## config.mk

```make
export PLATFORM = sky130hd
export DESIGN_NAME = sound_latch_ctrl
export DESIGN_NICKNAME = d
export VERILOG_FILES = /design/src/rtl/sound_latch_ctrl.sv
export SDC_FILE = /design/constraint.sdc
export NUM_CORES = 1
export LEC_CHECK = 0
export CAP_MARGIN = 20
export CORE_ASPECT_RATIO = 1.1
export CORE_MARGIN = 2
export CORE_UTILIZATION = 30
export CTS_CLUSTER_DIAMETER = 120
export DETAILED_ROUTE_END_ITERATION = 6
export PLACE_DENSITY = 0.64
export SETUP_SLACK_MARGIN = 0.15
export SLEW_MARGIN = 25
export SYNTH_ARGS = -nofsm -noshare
export SYNTH_HDL_FRONTEND = slang
export SYNTH_SLANG_ARGS = --single-unit
```

## constraint.sdc

```tcl
create_clock -name clk -period 3.2 [get_ports clk]
set_clock_uncertainty 0.15 [all_clocks]
set_input_delay 0.64 -clock clk [delete_from_list [all_inputs] [get_ports clk]]
set_output_delay 0.64 -clock clk [all_outputs]
set_load 0.01 [all_outputs]
```

## src/rtl/sound_latch_ctrl.sv

```systemverilog
// ----------------------------------------------------------------------------
// sound_latch_ctrl
//
// Purpose:
//   Glue between the 68k main CPU and the Z80 sound CPU. Holds the one-byte
//   sound latch the 68k writes and the Z80 reads/clears. Also holds the Z80
//   audio ROM bank register. Generates a periodic Z80 IRQ request with
//   hold-line semantics that is cleared by the Z80 interrupt acknowledge
//   cycle.
//
// Optional feature (macro SOUND_LATCH_NMI_EN):
//   When defined, a latch write pulls z80_nmi_n low. The NMI is released by
//   the Z80 reading the latch (z80_latch_cs edge) or by clearing it. When
//   undefined, z80_nmi_n is tied high and no NMI state exists.
//
// Ports:
//   clk               in   system clock, all state changes on rising edge
//   reset             in   synchronous, active-high reset
//   m68k_latch_cs     in   68k latch write select (level, multi-cycle)
//   m68k_din[7:0]     in   68k data bus low byte
//   z80_latch_cs      in   Z80 latch read select (level)
//   z80_latch_clr_cs  in   Z80 latch clear select (level)
//   z80_bank_set_cs   in   Z80 bank register write select (level)
//   z80_din[7:0]      in   Z80 data-out bus
//   M1_n              in   Z80 M1, active low
//   IORQ_n            in   Z80 IORQ, active low
//   latch_dout[7:0]   out  current latch contents
//   latch_pending     out  latch written and not yet cleared
//   z80_bank[4:0]     out  audio ROM bank for the C000-FFFF window
//   z80_irq_n         out  Z80 INT, active low (held until acknowledged)
//   z80_nmi_n         out  Z80 NMI, active low
// ----------------------------------------------------------------------------
module sound_latch_ctrl #(
    parameter int IRQ_DIV = 1050
) (
    input  logic       clk,
    input  logic       reset,
    input  logic       m68k_latch_cs,
    input  logic [7:0] m68k_din,
    input  logic       z80_latch_cs,
    input  logic       z80_latch_clr_cs,
    input  logic       z80_bank_set_cs,
    input  logic [7:0] z80_din,
    input  logic       M1_n,
    input  logic       IORQ_n,
    output logic [7:0] latch_dout,
    output logic       latch_pending,
    output logic [4:0] z80_bank,
    output logic       z80_irq_n,
    output logic       z80_nmi_n
);

    localparam int CNT_W = (IRQ_DIV > 1) ? $clog2(IRQ_DIV) : 1;
    localparam logic [CNT_W-1:0] DIV_LAST = CNT_W'(IRQ_DIV - 1);

    // Select vector bit positions
    localparam int SEL_WR  = 0;  // 68k latch write
    localparam int SEL_CLR = 1;  // Z80 latch clear
    localparam int SEL_BNK = 2;  // Z80 bank set
    localparam int SEL_RD  = 3;  // Z80 latch read (only meaningful with NMI)
    localparam int SEL_ACK = 4;  // Z80 interrupt acknowledge

    logic             w_ack_lvl;
    logic             w_rd_lvl;
    logic [4:0]       w_sel;
    logic [4:0]       w_edge;
    logic             w_wrap;
    logic             w_unused;

    logic [4:0]       r_sel_q;
    logic [4:0]       r_hold;
    logic [7:0]       r_latch;
    logic             r_pending;
    logic [4:0]       r_bank;
    logic [CNT_W-1:0] r_div;
    logic             r_irq_n;

    assign w_ack_lvl = ~M1_n & ~IORQ_n;

`ifdef SOUND_LATCH_NMI_EN
    assign w_rd_lvl = z80_latch_cs;
    assign w_unused = &{1'b0, z80_din[7:5]};
`else
    // The read select has no effect without the NMI feature.
    assign w_rd_lvl = 1'b0;
    assign w_unused = &{1'b0, z80_din[7:5], z80_latch_cs, w_edge[SEL_RD]};
`endif

    assign w_sel = {w_ack_lvl, w_rd_lvl, z80_bank_set_cs, z80_latch_clr_cs, m68k_latch_cs};

    // r_hold masks selects that were already high while reset was asserted,
    // so releasing reset in the middle of an assertion is not seen as an edge.
    // It clears as soon as the select drops.
    assign w_edge = w_sel & ~r_sel_q & ~r_hold;

    assign w_wrap = (r_div == DIV_LAST);

    always_ff @(posedge clk) begin
        if (reset) begin
            r_sel_q   <= '0;
            r_hold    <= w_sel;
            r_latch   <= 8'h00;
            r_pending <= 1'b0;
            r_bank    <= 5'd0;
            r_div     <= '0;
            r_irq_n   <= 1'b1;
        end else begin
            r_sel_q <= w_sel;
            r_hold  <= r_hold & w_sel;

            r_div <= w_wrap ? '0 : r_div + 1'b1;

            // A wrap wins over an acknowledge so no request is lost.
            if (w_wrap) begin
                r_irq_n <= 1'b0;
            end else if (w_edge[SEL_ACK]) begin
                r_irq_n <= 1'b1;
            end

            // A 68k write beats a simultaneous clear.
            if (w_edge[SEL_WR]) begin
                r_latch   <= m68k_din;
                r_pending <= 1'b1;
            end else if (w_edge[SEL_CLR]) begin
                r_latch   <= 8'h00;
                r_pending <= 1'b0;
            end

            if (w_edge[SEL_BNK]) begin
                r_bank <= z80_din[4:0];
            end
        end
    end

`ifdef SOUND_LATCH_NMI_EN
    logic r_nmi_n;

    always_ff @(posedge clk) begin
        if (reset) begin
            r_nmi_n <= 1'b1;
        end else if (w_edge[SEL_WR]) begin
            r_nmi_n <= 1'b0;
        end else if (w_edge[SEL_RD] || w_edge[SEL_CLR]) begin
            r_nmi_n <= 1'b1;
        end
    end

    assign z80_nmi_n = r_nmi_n;
`else
    assign z80_nmi_n = 1'b1;
`endif

    assign latch_dout    = r_latch;
    assign latch_pending = r_pending;
    assign z80_bank      = r_bank;
    assign z80_irq_n     = r_irq_n;

endmodule

```

==> impl_metrics.tcl, run 1 <==
set metrics [dict create \
    cts_resized 0 \
    rr_startpoint "r_div[7]" \
    synthFlopType "dfxtp_1" \
    crit_start "z80_bank[1]" \
    drc_errors 0 \
    diodes 0 \
    rrSetupSlack_ps 1320 \
    vias 1058 \
    htreeDepth 2 \
    slowest_stage "clkdlybuf4s50_1" \
    cp-start-kind "register" \
    drt-total-wl_mm 2.43 \
    power_mw 0.862 \
    path_max_fanout 2 \
    critPathArrivalTime_ps 1160 \
    nets 199 \
    cpPeakStageDelay_ps 540 \
    rows 25 \
    irDropWorstVdd_mv 0.136 \
    hold_viol_final 0 \
    hold_class "reg -> reg" \
    viasPerCell 4.64 \
    crit_path_end_kind "output pin" \
    post_cts_buffers 0 \
    finalCriticalPeriod_ps 1950 \
    ys_seq_elements 34 \
    cts_buffers 5 \
    cts_tree "done" \
    grt_usage 0.117 \
    ys_types 29 \
    final_cells 228 \
    required_ps 2410 \
    leakagePower_nw 0.629 \
    hold_buffers 0 \
    clock_path_buffers 2 \
    die_area_um2 4930 \
    finalSetupViolations 0 \
    p_int_mw 0.670 \
    synth-edff-count 0 \
    clkSinkCount 34 \
    slew_violations 0 \
    max_slew_margin 0.562 \
    whs_ps 295 \
    pwr-share-comb 0.109 \
    grt_pass1_wl_mm 4.29 \
    fp.dieH_um 73.4 \
    gp_congestion 0.757 \
    final_cell_mix "34 x clkdlybuf4s50_1, 34 x dfxtp_1, 15 x a21oi_1" \
    synth-seq-area-share 0.518 \
    cts_root_buf "clkbuf_8" \
    crit_type "reg -> out" \
    finalCritPeriodShare 0.608 \
    antenna_found_initial 0 \
    synth_area_um2 1310 \
    overflow 0 \
    power.density_nw_per_um2 482 \
    core_region_area_um2 4250 \
    power_switching_share 0.223 \
    hpwl_mm 1.68 \
    worst_slew_pin_slew_ps 655 \
    synth_fp_nets 163 \
    hp-start "r_hold[1]" \
    crit_chain "clkdlybuf4s50_1" \
    port_buffers 34 \
    initialDrtViolationCount 56 \
    chipWidth_um 67.1 \
    ant_nets 0 \
    io_pins 40 \
    fin_tns_setup_ps 0 \
    start_util 0.309 \
    clk_pin_slew_worst_paths_ps 60 \
    nFillCells 435 \
    clk_latency_ps 270 \
    power.share.clock 0.365 \
    firstDrtPassIters 4 \
    dp_cells 220 \
    grt_pass1_vias 977 \
    synth_async_sr_flop_share 0 \
    p_switching_mw 0.192 \
    timing.fmax_mhz 514 \
    rsz0062_at_grt "no" \
    syn_avg_cell_area_um2 9.59 \
    maxCapViolations 0 \
    wl_per_cell_um 10.7 \
    grt_max_degree 24 \
    status "finished clean" \
    path_buf_inv 1 \
    area_growth_syn_to_layout_pct 36.0 \
    yosysWarnings 0 \
    netlist_instances 137 \
    seqPwrFrac 0.526 \
    critPathTopFamily "buffers and inverters" \
    drive_above_1_share 0.0862 \
]
[layer usage]
metal  global-route usage  vias to the layer above  share of wire
met5                    0                        -              0
met4               0.0612                        0         0.0086
met3               0.0475                        2          0.063
met2                0.176                       29           0.46
met1                0.141                      476           0.46
li1                     -                      551              -
[stage by stage]
step           instance area, um^2  setup WS [ps]  utilization
2_1_floorplan                 1310           1490            -
6_report                      1790           1250        0.420
5_1_grt                       1790           1180        0.420
3_5_place_dp                  1700            989        0.399
3_3_place_gp                  1700            999        0.399
4_1_cts                       1790           1230        0.420
[worst register-to-register path, delay by kind of cell (launching register included)]
| kind | cells | cell delay [ps] |
|---|---|---|
| flops | 1 | 350 |
| simple gates | 2 | 680 |
| compound gates | 1 | 560 |
[cell type report]
| cell class | count | area [um^2] | area share |
|---|---|---|---|
| clock inverters | 1 | 5.00 | 0.00280 |
| inverters | 3 | 11.3 | 0.00630 |
| repair buffers | 35 | 348 | 0.195 |
| well taps | 54 | 67.6 | 0.0378 |
| flip-flops and latches | 34 | 681 | 0.381 |
| multi-input cells | 94 | 588 | 0.329 |
| clock buffers | 7 | 86.3 | 0.0483 |
[final timing paths]
path                 end  cells after the start
min            r_hold[1]                      1
max          z80_bank[1]                      1
min reg2reg    r_hold[1]                      1
max reg2reg     r_div[3]                      3
[logic make-up after synthesis]
kind of cell	share of synthesized area
adder cells (fa/ha/maj)	0.0190
flip-flops	0.518
XOR/XNOR	0.0200
AND/OR/NAND/NOR	0.242
AO/OA/AOI/OAI	0.126
multiplexers	0.0381
buffers and inverters	0.0343
other	0.00285
[power groups by stage]
stage | registers (mW) | clock network, mW | logic (mW)
6_report | 0.453 | 0.314 | 0.0942
5_1_grt | 0.456 | 0.346 | 0.106
4_1_cts | 0.453 | 0.329 | 0.0955
3_5_place_dp | 0.463 | 0 | 0.0951
3_3_place_gp | 0.463 | 0 | 0.0948
2_1_floorplan | 0.466 | 0 | 0.0419
[cells in the mapped netlist, types with 3 or more instances]
cell type / number / share of area
or3_1: 4 / 0.019
nand2_1: 9 / 0.026
a21oi_1: 15 / 0.057
nor2b_1: 3 / 0.014
clkbuf_1: 4 / 0.011
inv_1: 3 / 0.0086
dfxtp_1: 34 / 0.52
nor2_1: 13 / 0.037
o21ai_0: 5 / 0.019
mux2i_1: 5 / 0.038
o21a_1: 3 / 0.017
nand3_1: 14 / 0.053
[state kept, by name (all words and copies together), names as in the netlist]
name           flops
latch_dout         8
latch_pending      1
r_div             11
r_hold             4
r_sel_q            4
z80_bank           5
z80_irq_n          1
Power figures use the tool's default switching activity.
==> run 2, diff against run 1 <==
--- a/config.mk
+++ b/config.mk
@@ -11,7 +11,7 @@
 export CORE_UTILIZATION = 30
 export CTS_CLUSTER_DIAMETER = 120
 export DETAILED_ROUTE_END_ITERATION = 6
-export PLACE_DENSITY = 0.64
+export PLACE_DENSITY = 0.66
 export SETUP_SLACK_MARGIN = 0.15
 export SLEW_MARGIN = 25
 export SYNTH_ARGS = -nofsm -noshare
==> constraint.sdc (replaced) <==
create_clock -name clk -period 1.75 [get_ports clk]
set_clock_uncertainty 0.15 [all_clocks]
set_input_delay 0.35 -clock clk [delete_from_list [all_inputs] [get_ports clk]]
set_output_delay 0.35 -clock clk [all_outputs]
set_load 0.01 [all_outputs]
==> run 2 against run 1 <==
Combinational power is 100% higher. Total power is 87% higher. Non-clock buffer count is 12 higher. Largest power group unchanged. Worst setup slack worse by 1100 ps. Flip-flop and latch count stayed put. Clock power is 88% higher. Highest routed layer unchanged. Global-route usage is 0.18 points lower. Critical endpoint is now r_div[9]. Design area is 5.5% higher. Sequential share of layout area is 1.6 points lower.
==> impl_metrics.tcl, run 2 (synthesized netlist as in run 1, its figures left out) <==
set metrics [dict create \
    status "finished clean" \
    grt_usage 0.115 \
    timing.fmax_mhz 627 \
    irDropWorstVdd_mv 0.286 \
    crit_path_end_kind "register" \
    ant_nets 0 \
    hpwl_mm 1.82 \
    gp_congestion 0.771 \
    nFillCells 447 \
    chipWidth_um 67.1 \
    cts_tree "done" \
    die_area_um2 4930 \
    clkSinkCount 34 \
    fin_tns_setup_ps 0 \
    start_util 0.309 \
    wl_per_cell_um 10.7 \
    busiest_layer "met2" \
    grt_pass1_vias 1019 \
    required_ps 1760 \
    mostFrequentLayoutCell "dfxtp_1" \
    cpPeakStageDelay_ps 550 \
    seqPwrFrac 0.515 \
    drive_above_1_share 0.177 \
    antenna_found_initial 0 \
    crit_chain "or4b_4, o41ai_4, buf_4, a21oi_1" \
    cp-start-kind "register" \
    io_pins 40 \
    hold_viol_final 0 \
    clk_pin_slew_worst_paths_ps 70 \
    overflow 0 \
    grt_pass1_wl_mm 4.35 \
    initialDrtViolationCount 29 \
    pwr-share-comb 0.118 \
    met1_usage 0.142 \
    power.share.clock 0.367 \
    clk_latency_ps 280 \
    clock_path_buffers 2 \
    cts_root_buf "clkbuf_8" \
    path_max_fanout 5 \
    regMostFlops "r_div" \
    final_cell_mix "31 x dfxtp_1, 19 x clkdlybuf4s50_1, 15 x a21oi_1, 15 x dlygate4sd2_1, 14 x nand3_1" \
    hold_class "reg -> reg" \
    finalCritPeriodShare 0.912 \
    cts_buffers 5 \
    critPathArrivalTime_ps 1610 \
    drt-total-wl_mm 2.56 \
    diodes 0 \
    drc_errors 0 \
    vias 1107 \
    area_growth_syn_to_layout_pct 43.4 \
    slowest_stage "or4b_4" \
    p_int_mw 1.23 \
    crit_type "reg -> reg" \
    grt_max_degree 23 \
    whs_ps 310 \
    grtUsageMet3 0.0352 \
    finalSetupViolations 0 \
    rows 25 \
    port_buffers 34 \
    power.density_nw_per_um2 853 \
    rsz0062_at_grt "yes" \
    leakagePower_nw 0.754 \
    nets 211 \
    p_switching_mw 0.373 \
    met2_usage 0.184 \
    power_switching_share 0.232 \
    viasPerCell 4.61 \
    slew_violations 0 \
    core_region_area_um2 4250 \
    fp.dieH_um 73.4 \
    finalCriticalPeriod_ps 1600 \
    firstDrtPassIters 4 \
    largest_reg_flops 11 \
    htreeDepth 2 \
    maxCapViolations 0 \
]
[run 2: cell count changes in the layout (fill, tap and decap cells not counted), sizes merged]
cell	previous run	this run
clkinvlp	0	1
clkdlybuf4s50	34	19
buf	1	13
dlygate4sd2	0	15
clkbuf	7	6
[run 2: power by group through the flow]
| stage | clock (mW) | sequential (mW) | combinational [mW] |
|---|---|---|---|
| final | 0.591 | 0.828 | 0.190 |
| after global routing | 0.647 | 0.832 | 0.211 |
| after detailed placement | 0 | 0.845 | 0.192 |
| after CTS | 0.621 | 0.827 | 0.183 |
| after floorplan | 0 | 0.852 | 0.0765 |
| after global placement | 0 | 0.844 | 0.190 |
[run 2: area by class of cell]
cell class	instances	area, um^2	share of cell area
Clock buffer	6	82.6	0.0438
Timing Repair Buffer	47	419	0.222
Sequential cell	34	687	0.365
Tap cell	54	67.6	0.0359
Clock inverter	2	12.5	0.00664
Multi-Input combinational cell	94	604	0.321
Inverter	3	11.3	0.00598
[run 2: critical path, delay by kind of cell (launching register included)]
| family | cells | cell delay [ps] |
|---|---|---|
| AND/OR/NAND/NOR | 1 | 550 |
| flip-flops | 1 | 310 |
| AO/OA/AOI/OAI | 2 | 280 |
| buffers and inverters | 1 | 190 |
[run 2: layer usage]
| metal | vias up | share of wire |
|---|---|---|
| li1 | 580 | - |
| met1 | 496 | 0.46 |
| met2 | 26 | 0.46 |
| met3 | 5 | 0.067 |
| met4 | 0 | 0.013 |
| met5 | - | 0 |
[run 2: final timing paths]
path | startpoint | to | slack (ps) | depth (start not counted)
setup / recovery | r_div[7] | r_div[9] | 150 | 4
hold / removal | r_hold[1] | r_hold[1] | 310 | 1
setup reg to reg | r_div[7] | r_div[9] | 150 | 4
hold reg to reg | r_hold[1] | r_hold[1] | 310 | 1
[run 2: through the flow]
stage                     worst slack (ps)  instances  utilization  total power [mW]  cell area, um^2
after floorplan                        157        137            -             0.929             1310
after global placement                -161        229        0.414              1.03             1760
after detailed placement              -155        229        0.414              1.04             1760
after CTS                              144        238        0.435              1.63             1850
after global routing                  93.7        240        0.443              1.69             1880
final                                  154        240        0.443              1.61             1880
[run 2: what timing repair did]
item,4_1_cts,5_1_grt
pin swaps,0,0
setup buffers,1,2
resized for setup,18,6
hold buffers,0,0
endpoints found under the setup margin,27,18
